==> src/rtl/hm_pkg.sv <==
// Shared definitions for the host-memory completion receiver: CplD type code, FSM encodings,
// TLP header field positions and the decoded-header record.
// Latency: n/a (package). Backpressure: n/a.
package hm_pkg;

    localparam int          HM_DW_PAGE       = 1024;
    localparam logic [6:0]  HM_CPLD_FMT_TYPE = 7'h4A;

    typedef enum logic [1:0] {
        HM_CPL_IDLE = 2'd0,
        HM_CPL_HDR  = 2'd1,
        HM_CPL_DATA = 2'd2,
        HM_CPL_DROP = 2'd3
    } hm_cpl_state_e;

    // DW0 fields
    localparam int HM_DW0_FT_MSB  = 30;
    localparam int HM_DW0_FT_LSB  = 24;
    localparam int HM_DW0_LEN_MSB = 9;
    localparam int HM_DW0_LEN_LSB = 0;
    // DW1 fields
    localparam int HM_DW1_STS_MSB = 15;
    localparam int HM_DW1_STS_LSB = 13;
    localparam int HM_DW1_BC_MSB  = 11;
    localparam int HM_DW1_BC_LSB  = 0;
    // DW2 fields
    localparam int HM_DW2_RID_MSB = 31;
    localparam int HM_DW2_RID_LSB = 16;

    // Result of decoding the first header beat of a completion.
    typedef struct packed {
        logic        accept;  // CplD, successful, link up, page armed, fits in byte count
        logic        last;    // this completion ends the page
        logic [10:0] len;     // payload DWs, 1..1024
        logic [9:0]  ptr;     // DW offset of the first payload DW within the page
    } hm_cpl_hdr_t;

endpackage

==> src/rtl/hm_cpl_hdr_dec.sv <==
// Combinational decode of completion DW0/DW1 into accept/length/last/start pointer.
// Latency: 0 cycles (pure combinational). Backpressure: none.
// Ports: dw0_i/dw1_i header DWs, lnk_up_i/armed_i qualifiers, hdr_o decoded record.
module hm_cpl_hdr_dec
    import hm_pkg::*;
(
    input  logic [31:0] dw0_i,
    input  logic [31:0] dw1_i,
    input  logic        lnk_up_i,
    input  logic        armed_i,
    output hm_cpl_hdr_t hdr_o
);

    logic [6:0]  ft;
    logic [2:0]  sts;
    logic [9:0]  len_raw;
    logic [11:0] bc_raw;
    logic [10:0] len;
    logic [12:0] bc;
    logic [12:0] len_bytes;
    logic [11:0] neg_bc;

    assign ft      = dw0_i[HM_DW0_FT_MSB:HM_DW0_FT_LSB];
    assign len_raw = dw0_i[HM_DW0_LEN_MSB:HM_DW0_LEN_LSB];
    assign sts     = dw1_i[HM_DW1_STS_MSB:HM_DW1_STS_LSB];
    assign bc_raw  = dw1_i[HM_DW1_BC_MSB:HM_DW1_BC_LSB];

    // A zero length field means 1024 DWs, a zero byte count means 4096 bytes.
    assign len       = (len_raw == 10'd0) ? 11'd1024 : {1'b0, len_raw};
    assign bc        = (bc_raw == 12'd0) ? 13'd4096 : {1'b0, bc_raw};
    assign len_bytes = {len[10:0], 2'b00};

    // Byte count is bytes remaining to the end of the page, so the start offset
    // is 4096 - bc; the modulo-4096 negation also maps bc=4096 to offset 0.
    assign neg_bc = 12'd0 - bc_raw;

    assign hdr_o.accept = (ft == HM_CPLD_FMT_TYPE) && (sts == 3'd0) && lnk_up_i && armed_i
                          && (len_bytes <= bc);
    assign hdr_o.last   = (len_bytes == bc);
    assign hdr_o.len    = len;
    assign hdr_o.ptr    = neg_bc[11:2];

    logic unused_hdr_bits;
    assign unused_hdr_bits = ^{dw0_i[31], dw0_i[23:10], dw1_i[31:16], dw1_i[12]};

endmodule

==> src/rtl/hm_cpl_rx.sv <==
// Completion receive engine: parses CplD TLPs from the 64-bit Rx TRN stream and writes payload DWs
// into the low/high page memories; pulses rx_memory_read when the last completion of the page lands.
// Latency: writes/pulse/count registered, valid one cycle after the beat. Backpressure: never (dst_rdy low out of reset).
// Ports: trn_* Rx TRN interface, cfg_* own requester ID, rx_start arm pulse, mem_l_*/mem_h_* write ports,
// rx_memory_read page-done pulse, stat_trn_cpt_rx accepted CplD count, stat_state FSM state.
module hm_cpl_rx
    import hm_pkg::*;
#(
    parameter int DW_PAGE = HM_DW_PAGE
) (
    input  logic        trn_clk,
    input  logic        sys_rst,
    input  logic        trn_lnk_up_n,
    input  logic [63:0] trn_rd,
    input  logic        trn_rrem_n,
    input  logic        trn_rsof_n,
    input  logic        trn_reof_n,
    input  logic        trn_rsrc_rdy_n,
    input  logic        trn_rsrc_dsc_n,
    input  logic        trn_rerrfwd_n,
    input  logic [6:0]  trn_rbar_hit_n,
    output logic        trn_rdst_rdy_n,
    output logic        trn_rnp_ok_n,
    input  logic [7:0]  cfg_bus_number,
    input  logic [4:0]  cfg_device_number,
    input  logic [2:0]  cfg_function_number,
    input  logic        rx_start,
    output logic [9:0]  mem_l_addr,
    output logic [9:0]  mem_h_addr,
    output logic [31:0] mem_l_data,
    output logic [31:0] mem_h_data,
    output logic        mem_l_we,
    output logic        mem_h_we,
    output logic        rx_memory_read,
    output logic [31:0] stat_trn_cpt_rx,
    output logic [1:0]  stat_state
);

    localparam int PTR_W = $clog2(DW_PAGE);

    hm_cpl_state_e    state_q, state_d;
    logic             armed_q, armed_d;
    logic [PTR_W-1:0] ptr_q, ptr_d;
    logic [10:0]      rem_q, rem_d;
    logic             last_q, last_d;
    logic             err_q, err_d;
    logic [31:0]      cnt_q, cnt_d;
    logic             dst_rdy_n_q;
    logic             l_we_q, l_we_d, h_we_q, h_we_d;
    logic [9:0]       l_addr_q, l_addr_d, h_addr_q, h_addr_d;
    logic [31:0]      l_dat_q, l_dat_d, h_dat_q, h_dat_d;
    logic             pulse_q, pulse_d;

    hm_cpl_hdr_t      hdr;
    logic             beat;
    logic             eof;
    logic             beat_err;
    logic             rid_ok;
    logic             w0_en, w1_en;
    logic [31:0]      w0_dat, w1_dat;
    logic             tlp_end;
    logic [PTR_W-1:0] ptr1;

    hm_cpl_hdr_dec u_hdr_dec (
        .dw0_i    (trn_rd[63:32]),
        .dw1_i    (trn_rd[31:0]),
        .lnk_up_i (~trn_lnk_up_n),
        .armed_i  (armed_q),
        .hdr_o    (hdr)
    );

    assign beat     = ~trn_rsrc_rdy_n & ~dst_rdy_n_q;
    assign eof      = ~trn_reof_n;
    assign beat_err = ~trn_rerrfwd_n;
    // Requester ID lives in DW2, which is the upper half of the header beat.
    assign rid_ok   = trn_rd[32+HM_DW2_RID_MSB:32+HM_DW2_RID_LSB]
                      == {cfg_bus_number, cfg_device_number, cfg_function_number};
    // Second DW of a beat always sits one DW after the first, so in the other memory.
    assign ptr1     = ptr_q + PTR_W'(1);

    always_comb begin
        state_d  = state_q;
        armed_d  = armed_q;
        ptr_d    = ptr_q;
        rem_d    = rem_q;
        last_d   = last_q;
        err_d    = err_q;
        cnt_d    = cnt_q;
        l_we_d   = 1'b0;
        h_we_d   = 1'b0;
        l_addr_d = l_addr_q;
        h_addr_d = h_addr_q;
        l_dat_d  = l_dat_q;
        h_dat_d  = h_dat_q;
        pulse_d  = 1'b0;
        w0_en    = 1'b0;
        w1_en    = 1'b0;
        w0_dat   = trn_rd[63:32];
        w1_dat   = trn_rd[31:0];
        tlp_end  = 1'b0;

        if (trn_lnk_up_n) begin
            state_d = HM_CPL_IDLE;
        end else if (beat) begin
            if (!trn_rsrc_dsc_n) begin
                // Discontinue: abandon the TLP, keep what was written, no count or pulse.
                state_d = HM_CPL_IDLE;
            end else begin
                case (state_q)
                    HM_CPL_IDLE: begin
                        if (!trn_rsof_n) begin
                            if (hdr.accept) begin
                                state_d = HM_CPL_HDR;
                                ptr_d   = hdr.ptr[PTR_W-1:0];
                                rem_d   = hdr.len;
                                last_d  = hdr.last;
                                err_d   = beat_err;
                            end else begin
                                state_d = eof ? HM_CPL_IDLE : HM_CPL_DROP;
                            end
                        end
                    end
                    HM_CPL_HDR: begin
                        err_d = err_q | beat_err;
                        if (!rid_ok) begin
                            state_d = eof ? HM_CPL_IDLE : HM_CPL_DROP;
                        end else begin
                            // Lower half of the header beat carries payload D0.
                            w0_en  = ~trn_rrem_n & (rem_q != 11'd0);
                            w0_dat = trn_rd[31:0];
                            if (eof) begin
                                state_d = HM_CPL_IDLE;
                                tlp_end = 1'b1;
                            end else begin
                                state_d = HM_CPL_DATA;
                            end
                        end
                    end
                    HM_CPL_DATA: begin
                        err_d = err_q | beat_err;
                        w0_en = (rem_q != 11'd0);
                        w1_en = ~trn_rrem_n & (rem_q > 11'd1);
                        if (eof) begin
                            state_d = HM_CPL_IDLE;
                            tlp_end = 1'b1;
                        end
                    end
                    HM_CPL_DROP: begin
                        if (eof) begin
                            state_d = HM_CPL_IDLE;
                        end
                    end
                    default: state_d = HM_CPL_IDLE;
                endcase
            end
        end

        if (w0_en) begin
            if (ptr_q[0]) begin
                h_we_d   = 1'b1;
                h_addr_d = {1'b0, ptr_q[PTR_W-1:1]};
                h_dat_d  = w0_dat;
            end else begin
                l_we_d   = 1'b1;
                l_addr_d = {1'b0, ptr_q[PTR_W-1:1]};
                l_dat_d  = w0_dat;
            end
            ptr_d = ptr_q + PTR_W'(1);
            rem_d = rem_q - 11'd1;
        end
        if (w1_en) begin
            if (ptr1[0]) begin
                h_we_d   = 1'b1;
                h_addr_d = {1'b0, ptr1[PTR_W-1:1]};
                h_dat_d  = w1_dat;
            end else begin
                l_we_d   = 1'b1;
                l_addr_d = {1'b0, ptr1[PTR_W-1:1]};
                l_dat_d  = w1_dat;
            end
            ptr_d = ptr_q + PTR_W'(2);
            rem_d = rem_q - 11'd2;
        end

        if (tlp_end) begin
            cnt_d = cnt_q + 32'd1;
            if (last_q && !(err_q | beat_err)) begin
                pulse_d = 1'b1;
                armed_d = 1'b0;
            end
        end
        // Arming wins over the disarm of a page that completes in the same cycle.
        if (rx_start) begin
            armed_d = 1'b1;
        end
    end

    always_ff @(posedge trn_clk or posedge sys_rst) begin
        if (sys_rst) begin
            state_q     <= HM_CPL_IDLE;
            armed_q     <= 1'b0;
            ptr_q       <= '0;
            rem_q       <= '0;
            last_q      <= 1'b0;
            err_q       <= 1'b0;
            cnt_q       <= '0;
            dst_rdy_n_q <= 1'b1;
            l_we_q      <= 1'b0;
            h_we_q      <= 1'b0;
            l_addr_q    <= '0;
            h_addr_q    <= '0;
            l_dat_q     <= '0;
            h_dat_q     <= '0;
            pulse_q     <= 1'b0;
        end else begin
            state_q     <= state_d;
            armed_q     <= armed_d;
            ptr_q       <= ptr_d;
            rem_q       <= rem_d;
            last_q      <= last_d;
            err_q       <= err_d;
            cnt_q       <= cnt_d;
            dst_rdy_n_q <= 1'b0;
            l_we_q      <= l_we_d;
            h_we_q      <= h_we_d;
            l_addr_q    <= l_addr_d;
            h_addr_q    <= h_addr_d;
            l_dat_q     <= l_dat_d;
            h_dat_q     <= h_dat_d;
            pulse_q     <= pulse_d;
        end
    end

    assign trn_rdst_rdy_n  = dst_rdy_n_q;
    assign trn_rnp_ok_n    = dst_rdy_n_q;
    assign mem_l_we        = l_we_q;
    assign mem_h_we        = h_we_q;
    assign mem_l_addr      = l_addr_q;
    assign mem_h_addr      = h_addr_q;
    assign mem_l_data      = l_dat_q;
    assign mem_h_data      = h_dat_q;
    assign rx_memory_read  = pulse_q;
    assign stat_trn_cpt_rx = cnt_q;
    assign stat_state      = state_q;

    logic unused_bar;
    assign unused_bar = ^trn_rbar_hit_n;

endmodule

==> config.mk <==
export PLATFORM = sky130hd
export DESIGN_NAME = hm_cpl_rx
export DESIGN_NICKNAME = d
export VERILOG_FILES = /design/src/rtl/hm_pkg.sv /design/src/rtl/hm_cpl_hdr_dec.sv /design/src/rtl/hm_cpl_rx.sv
export SDC_FILE = /design/constraint.sdc
export NUM_CORES = 1
export LEC_CHECK = 0
export BUFFER_PORTS_ARGS = -buffer_cell sky130_fd_sc_hd__buf_2
export CORE_AREA = 2 2 139 141
export DETAILED_ROUTE_END_ITERATION = 10
export DIE_AREA = 0 0 141 143
export PLACE_DENSITY = 0.79
export SKIP_CTS_REPAIR_TIMING = 1
export SKIP_LAST_GASP = 1
export SLEW_MARGIN = 20
export SYNTH_ARGS = -nofsm -noshare
export SYNTH_HDL_FRONTEND = slang
export SYNTH_SLANG_ARGS = --single-unit
==> constraint.sdc <==
create_clock -name trn_clk -period 4.8 [get_ports trn_clk]
set_input_delay 0.48 -clock trn_clk [delete_from_list [all_inputs] [get_ports trn_clk]]
set_output_delay 0.48 -clock trn_clk [all_outputs]
set_load 0.05 [all_outputs]
* Word-level counts from Yosys, hierarchy flattened
Cells that the tools add are included.
** Storage, ports and cells
- Register bits after elaboration :: 146
- Output and inout bits :: 123
- Logic and storage cells :: 151
** Operators by class
- $add $sub $neg :: 6
- Magnitude comparators :: 2
- Equality and inequality tests :: 12
- Muxes and demuxes :: 80
- Bitwise gates (word level) :: 10
- Reductions and logical operators :: 26
** Operators with widths (number)
- $mux 32 :: 13
- $mux 10 :: 16
- $mux 11 :: 9
- $add 32x1->32 const B :: 1
- $mux 1 :: 28
- $mux 2 :: 9
- $reduce_and 6->1 :: 3
- $eq 16x16->1 :: 1
- $eq 13x13->1 :: 1
- $le 13x13->1 :: 1
- $mux 13 :: 1
- $logic_not 12->1 :: 1
- $reduce_bool 3->1 :: 4
- $sub 1x12->12 const A :: 1
- $gt 11x1->1 const B :: 1
- $reduce_bool 11->1 :: 1
- $sub 11x1->11 const B :: 1
- $sub 11x2->11 const B :: 1
- $add 10x1->10 const B :: 1
- $add 10x2->10 const B :: 1
- $logic_not 10->1 :: 1
- $ne 4x4->1 const B :: 2
- $reduce_bool 2->1 :: 4
- $eq 7x7->1 const B :: 1
- 16 further kinds :: 33

* Longest topological paths before layout
- Depth in word-level cells :: 13
- Gate-level depth with buffers :: 13
- Depth with buffers taken out :: 12

* Modules after synthesis
A second synthesis with hierarchy kept.
** Second synthesis, totals
- Cells, all modules :: 807
- Area total of the unflattened synthesis :: 8199.1 um^2
** By module, submodules not included
- hm_cpl_rx :: instances 1, cells an instance 728, area each 7672.4 um^2, sequential area each 3654.8 um^2
- hm_cpl_hdr_dec :: instances 1, cells an instance 79, area each 526.8 um^2, sequential area each 0.0 um^2

* Worst setup path after synthesis
Ideal clock, no wire load.
- Path type :: input port to flip-flop
- Start :: in trn_rd[0]
- End :: reg ptr_q[6]
- Setup time :: 141 ps
- Arrival time :: 3523 ps
- Setup slack :: 1136 ps
- Stages on the path :: 13
- Path buffers :: 1
- Cell sequence :: or4_1 > nor4_1 > nand2_1 > nor2_1 > nand2_1 > ha_1 > nand4_1 > a21oi_1 > o41ai_2 > nand2_1 > clkbuf_1 > o31ai_1 > a211oi_1
** Between the ends
- Word-level cells in the longest chain between the ends :: 9
- Elaborated cells on any way between the ends :: 15
- Classes of those cells :: add/sub: 1; order compare: 1; mux: 9; reduce/logical: 4
** RTL lines
- start: declaration :: RTL line hm_cpl_rx.sv:14 : input logic [63:0] trn_rd,
- $sub 1x12->12 :: RTL line hm_cpl_hdr_dec.sv:35 : assign neg_bc = 12'd0 - bc_raw;
- $mux 10 :: RTL line hm_cpl_rx.sv:112 : if (hdr.accept) begin
- $mux 10 :: RTL line hm_cpl_rx.sv:111 : if (!trn_rsof_n) begin
- $mux 10 :: RTL line hm_cpl_rx.sv:109 : case (state_q)
- $mux 10 :: RTL line hm_cpl_rx.sv:105 : if (!trn_rsrc_dsc_n) begin
- $mux 10 :: RTL line hm_cpl_rx.sv:104 : end else if (beat) begin
- $mux 10 :: RTL line hm_cpl_rx.sv:102 : if (trn_lnk_up_n) begin
- $mux 10 :: RTL line hm_cpl_rx.sv:158 : if (w0_en) begin
- $mux 10 :: RTL line hm_cpl_rx.sv:171 : if (w1_en) begin
- end signal: assignment :: RTL line hm_cpl_rx.sv:218 : ptr_q <= ptr_d;
- end: declaration :: RTL line hm_cpl_rx.sv:43 : logic [PTR_W-1:0] ptr_q, ptr_d;
Several ways; a longest one is shown, not always the timed one. The select of a mux whose other input is x is not followed.
A chain may end at the register's enable or synchronous reset.

* Worst setup path after layout
- Start :: in trn_rd[0]
- End :: reg rem_q[3]
** Between the ends
- Word-level cells in the longest chain between the ends :: 6
** RTL lines
- $logic_not 12->1 :: RTL line hm_cpl_hdr_dec.sv:30 : assign bc = (bc_raw == 12'd0) ? 13'd4096 : {1'b0, bc_raw};
- $mux 13 * :: RTL line hm_cpl_hdr_dec.sv:30
- $le 13x13->1 * :: RTL line hm_cpl_hdr_dec.sv:38 : && (len_bytes <= bc);
- $logic_and 1x1->1 * :: RTL line hm_cpl_hdr_dec.sv:38
- $reduce_bool 3->1 (no source line) *
- $reduce_and 6->1 (no source line) *
- end signal: assignment :: RTL line hm_cpl_rx.sv:219 : rem_q <= rem_d;
- end: declaration :: RTL line hm_cpl_rx.sv:44 : logic [10:0] rem_q, rem_d;
Every way passes the cells marked *; elsewhere a longest branch is shown, timed or not.

==> results.md <==
* Status: finished clean
* CP Capture Type: flip-flop
* Met1 GRT Util at approximately a third
* GPL Wtd Cong at slightly above 0.9
* Post-layout minimum cycle time at 4.069 ns
* Clock latency on the worst-skew pair at 0.43 ns
* Max Cap Violations at 0
* Comb pwr share at 9.1%
* Synth Flop Type: dfrtp_1
* Num CTS Buffers at 17
* Num rows at 50
* Tcrit/Tclk final at 84.78%
* Grt ovf at 0
* Synthesis-to-layout area growth at 21.83%
* Fillers at 1639
* Worst Path Arrival at 4.37 ns
* Total iterations of the first detailed-routing run at 5
* CP startpoint kind: input port
* Max H-tree Level at 4
* Largest cells by area after synthesis: dfrtp_1 44%, a22oi_1 6.0%, nand2_1 5.0%, xor2_1 4.2%, o21ai_0 3.7%
* CP required at around 5 ns
* Gate Count Post-Synth at between 800 and 900
* I/O pin count at between 200 and 250
* Final core occ at roughly 55%
* Hold Fails Final Rpt at 0
* Ys Warns at 0
* Total via count in the routed design at between 7000 and 8000
* Root Buffer: clkbuf_16
* Max-slew headroom at roughly a third
* Sw power at ~760 uW
* First-pass GRT wire length at ~40000 um
* CTS tree: done
* Seq pwr share at approximately 45%
* Starting density of the core at 44.78%
* Hold Path Class: in2reg
* Clock tree buffer depth at 2
* Synth unique cells at 75
* Routed wire length at ~25000 um
* Hold Path Cell Cnt at 3
* RSZ-0062 raised after global routing: false
* Worst slew pin tran at about 0.98 ns
* Max Clock Freq at 0.2457 GHz
* Worst vdd ir at roughly 230 uV
* Final TNS setup at 0 ns
* Largest net degree at the start of global routing at 65
* Routed Antenna Nets at 0
* DRT iter0 DRCs at around 490
* Die Y at approximately 140 um
* PortBufs at roughly 210
* Sequential element share of the synthesized area at 43.92%
* Worst-path clk slew at 0.07 ns
* FFs w/ async S/R, synth at between 90% and 100%
* WS Path Type: in2reg
* Clk pwr share at 46.2%
* Met3 Use GR at between 6 and 7%
* Count of flip-flops with a built-in enable after synthesis at 0
* Die footprint at roughly 0.02 mm2
* Count of clock tree sinks at ~150
* Top-area cell type share of the netlist area at 43.61%
* DRC viols at 0
* Wire per inst at around 19 um
* Busiest grt layer: met2
* FF-to-FF path depth at 9
* Net Count, Synth at 1000
* Vias in the first global route at around 7600
* Die width at roughly 140 um
* Int Power at about 2100 uW
* Seq cells post-synth at about 150
* Layout cells sized above 1 at 28.29%
* Initial antenna violation count at 1
* Vias/cell at between 5 and 6
* Worst clock skew at between 0.009 and 0.01 ns
* Nets@finish at 1186
* Worst-path fanout max at 12
* Post-Syn Area at ~0.0083 mm2
* PwrDens at approximately 280 mW/mm2
* Switching share of total power at between 20% and 30%
* Syn_area_per_cell at 9.466 um2
* Leading area contributor after synthesis: dfrtp_1
* GRT Util Overall at 25.21%
* Final setup violation count at 0
* GRT met2 Usage at between 40% and 50%
* Slew Viols, Final at 0
* Area of the core at ~0.019 mm2
* DP Wirelength at 17450 um
* Static leakage at 0.005200 uW
worst paths after layout:
kind / slack (ns) / from / end
worst max-delay path: 0.73 / trn_rd[0] / rem_q[3]
worst min-delay path: 0.26 / trn_rd[20] / mem_l_data[20]
worst max register to register: 1.67 / rem_q[1] / mem_h_addr[0]
worst min register to register: 0.47 / err_q / rx_memory_read
max in group asynchronous: 3.14 / sys_rst / mem_l_addr[1]
min in group asynchronous: 0.55 / sys_rst / mem_l_we
state kept, by name (all words and copies together), names as in the netlist:
signal           flops
mem_l_data          32
ptr_q               10
mem_h_addr          10
rx_memory_read       1
trn_rdst_rdy_n       1
stat_state           2
armed_q              1
last_q               1
stat_trn_cpt_rx     32
mem_h_data          32
mem_l_addr          10
err_q                1
rem_q               11
mem_h_we             1
mem_l_we             1
per-layer routing:
metal  wire length, um  up-vias  share of wire [%]
li1                  -     3512                  -
met1             10400     3703                 42
met2             12040      351                 48
met3              1908       41                7.7
met4               595        0                2.4
met5                 0        -                  0
layout make-up:
class,instances,area [um2],area share (%)
diodes,1,2.502,0.02469
clock buffers,19,452.9,4.468
clock inverters,13,125.1,1.234
inverters,55,211.5,2.086
multi-input cells,619,4197,41.40
flip-flops and latches,146,3655,36.05
well taps,234,292.8,2.888
repair buffers,226,1201,11.85
cells in the mapped netlist, types with 5 or more instances:
cell and number:
nand3_1 19, mux2_2 7, o31ai_1 7, nor4_2 8, inv_1 54, dfrtp_1 145
clkbuf_1 33, a22oi_1 66, ha_1 24, and3_1 6, nor2_1 34, a211oi_1 8
buf_4 5, buf_2 18, xor2_1 40, nand4_1 12, nand2_1 111, nor4_1 11
mux2i_1 10, o21ai_0 62, a21oi_1 25, o21ai_1 11, nor3_1 29, nand2b_1 6
or2_2 7, and2_1 7, xnor2_1 24
power by group through the flow:
stage,sequential (uW),combinational [uW],clock (uW)
floorplan,1330,109,0
global route,1270,285,1390
global placement,1290,255,0
CTS,1270,261,1340
finish,1270,260,1320
detailed placement,1290,260,0
placed cells by master (no fill, tap or decap), types with 17 or more instances in the layout:
cell type	n
buf_2	212
dfrtp_1	145
nand2_1	111
a22oi_1	66
o21ai_0	62
inv_1	53
xor2_1	40
nor2_1	33
nor3_1	29
xnor2_1	24
a21oi_1	24
ha_1	24
nand3_1	19
clkbuf_16	17
cell families (layout without fill, tap and decap cells):
kind of cell             Yosys count  in the layout  share of synthesized area [%]
AND/OR/NAND/NOR                  279            279                          17.95
adder cells (fa/ha/maj)           24             24                          3.609
multiplexers                      17             17                          2.150
AO/OA/AOI/OAI                    234            234                          19.67
buffers and inverters            114            313                          5.910
other                              1              2                        0.04507
XOR/XNOR                          64             64                          6.737
flip-flops                       146            146                          43.92
worst max-delay path, stage by stage:
cell and delay (ns):
buf_2 0.13, or4_1 0.60, nor4_1 0.47, nand2_1 0.16
nor2_1 0.18, nand2_1 0.08, ha_1 0.29, nand4_1 0.13
a21oi_1 0.08, o41ai_2 0.90, nand2_1 0.10, buf_4 0.23
o221a_2 0.29, a211o_1 0.26
metrics by stage:
stage	setup WS [ns]	cells	cell area, um2	total power (uW)	hold WS (ns)
after floorplan	0.3987	879	8320	1441	0.4133
after global placement	0.4680	1278	9519	1547	0.4374
after detailed placement	0.3937	1278	9519	1553	0.4398
after CTS	0.7565	1310	10100	2869	-0.01704
after global routing	0.6583	1313	10140	2950	0.2516
final	0.7306	1313	10140	2847	0.2557
Power figures use the tool's default switching activity.
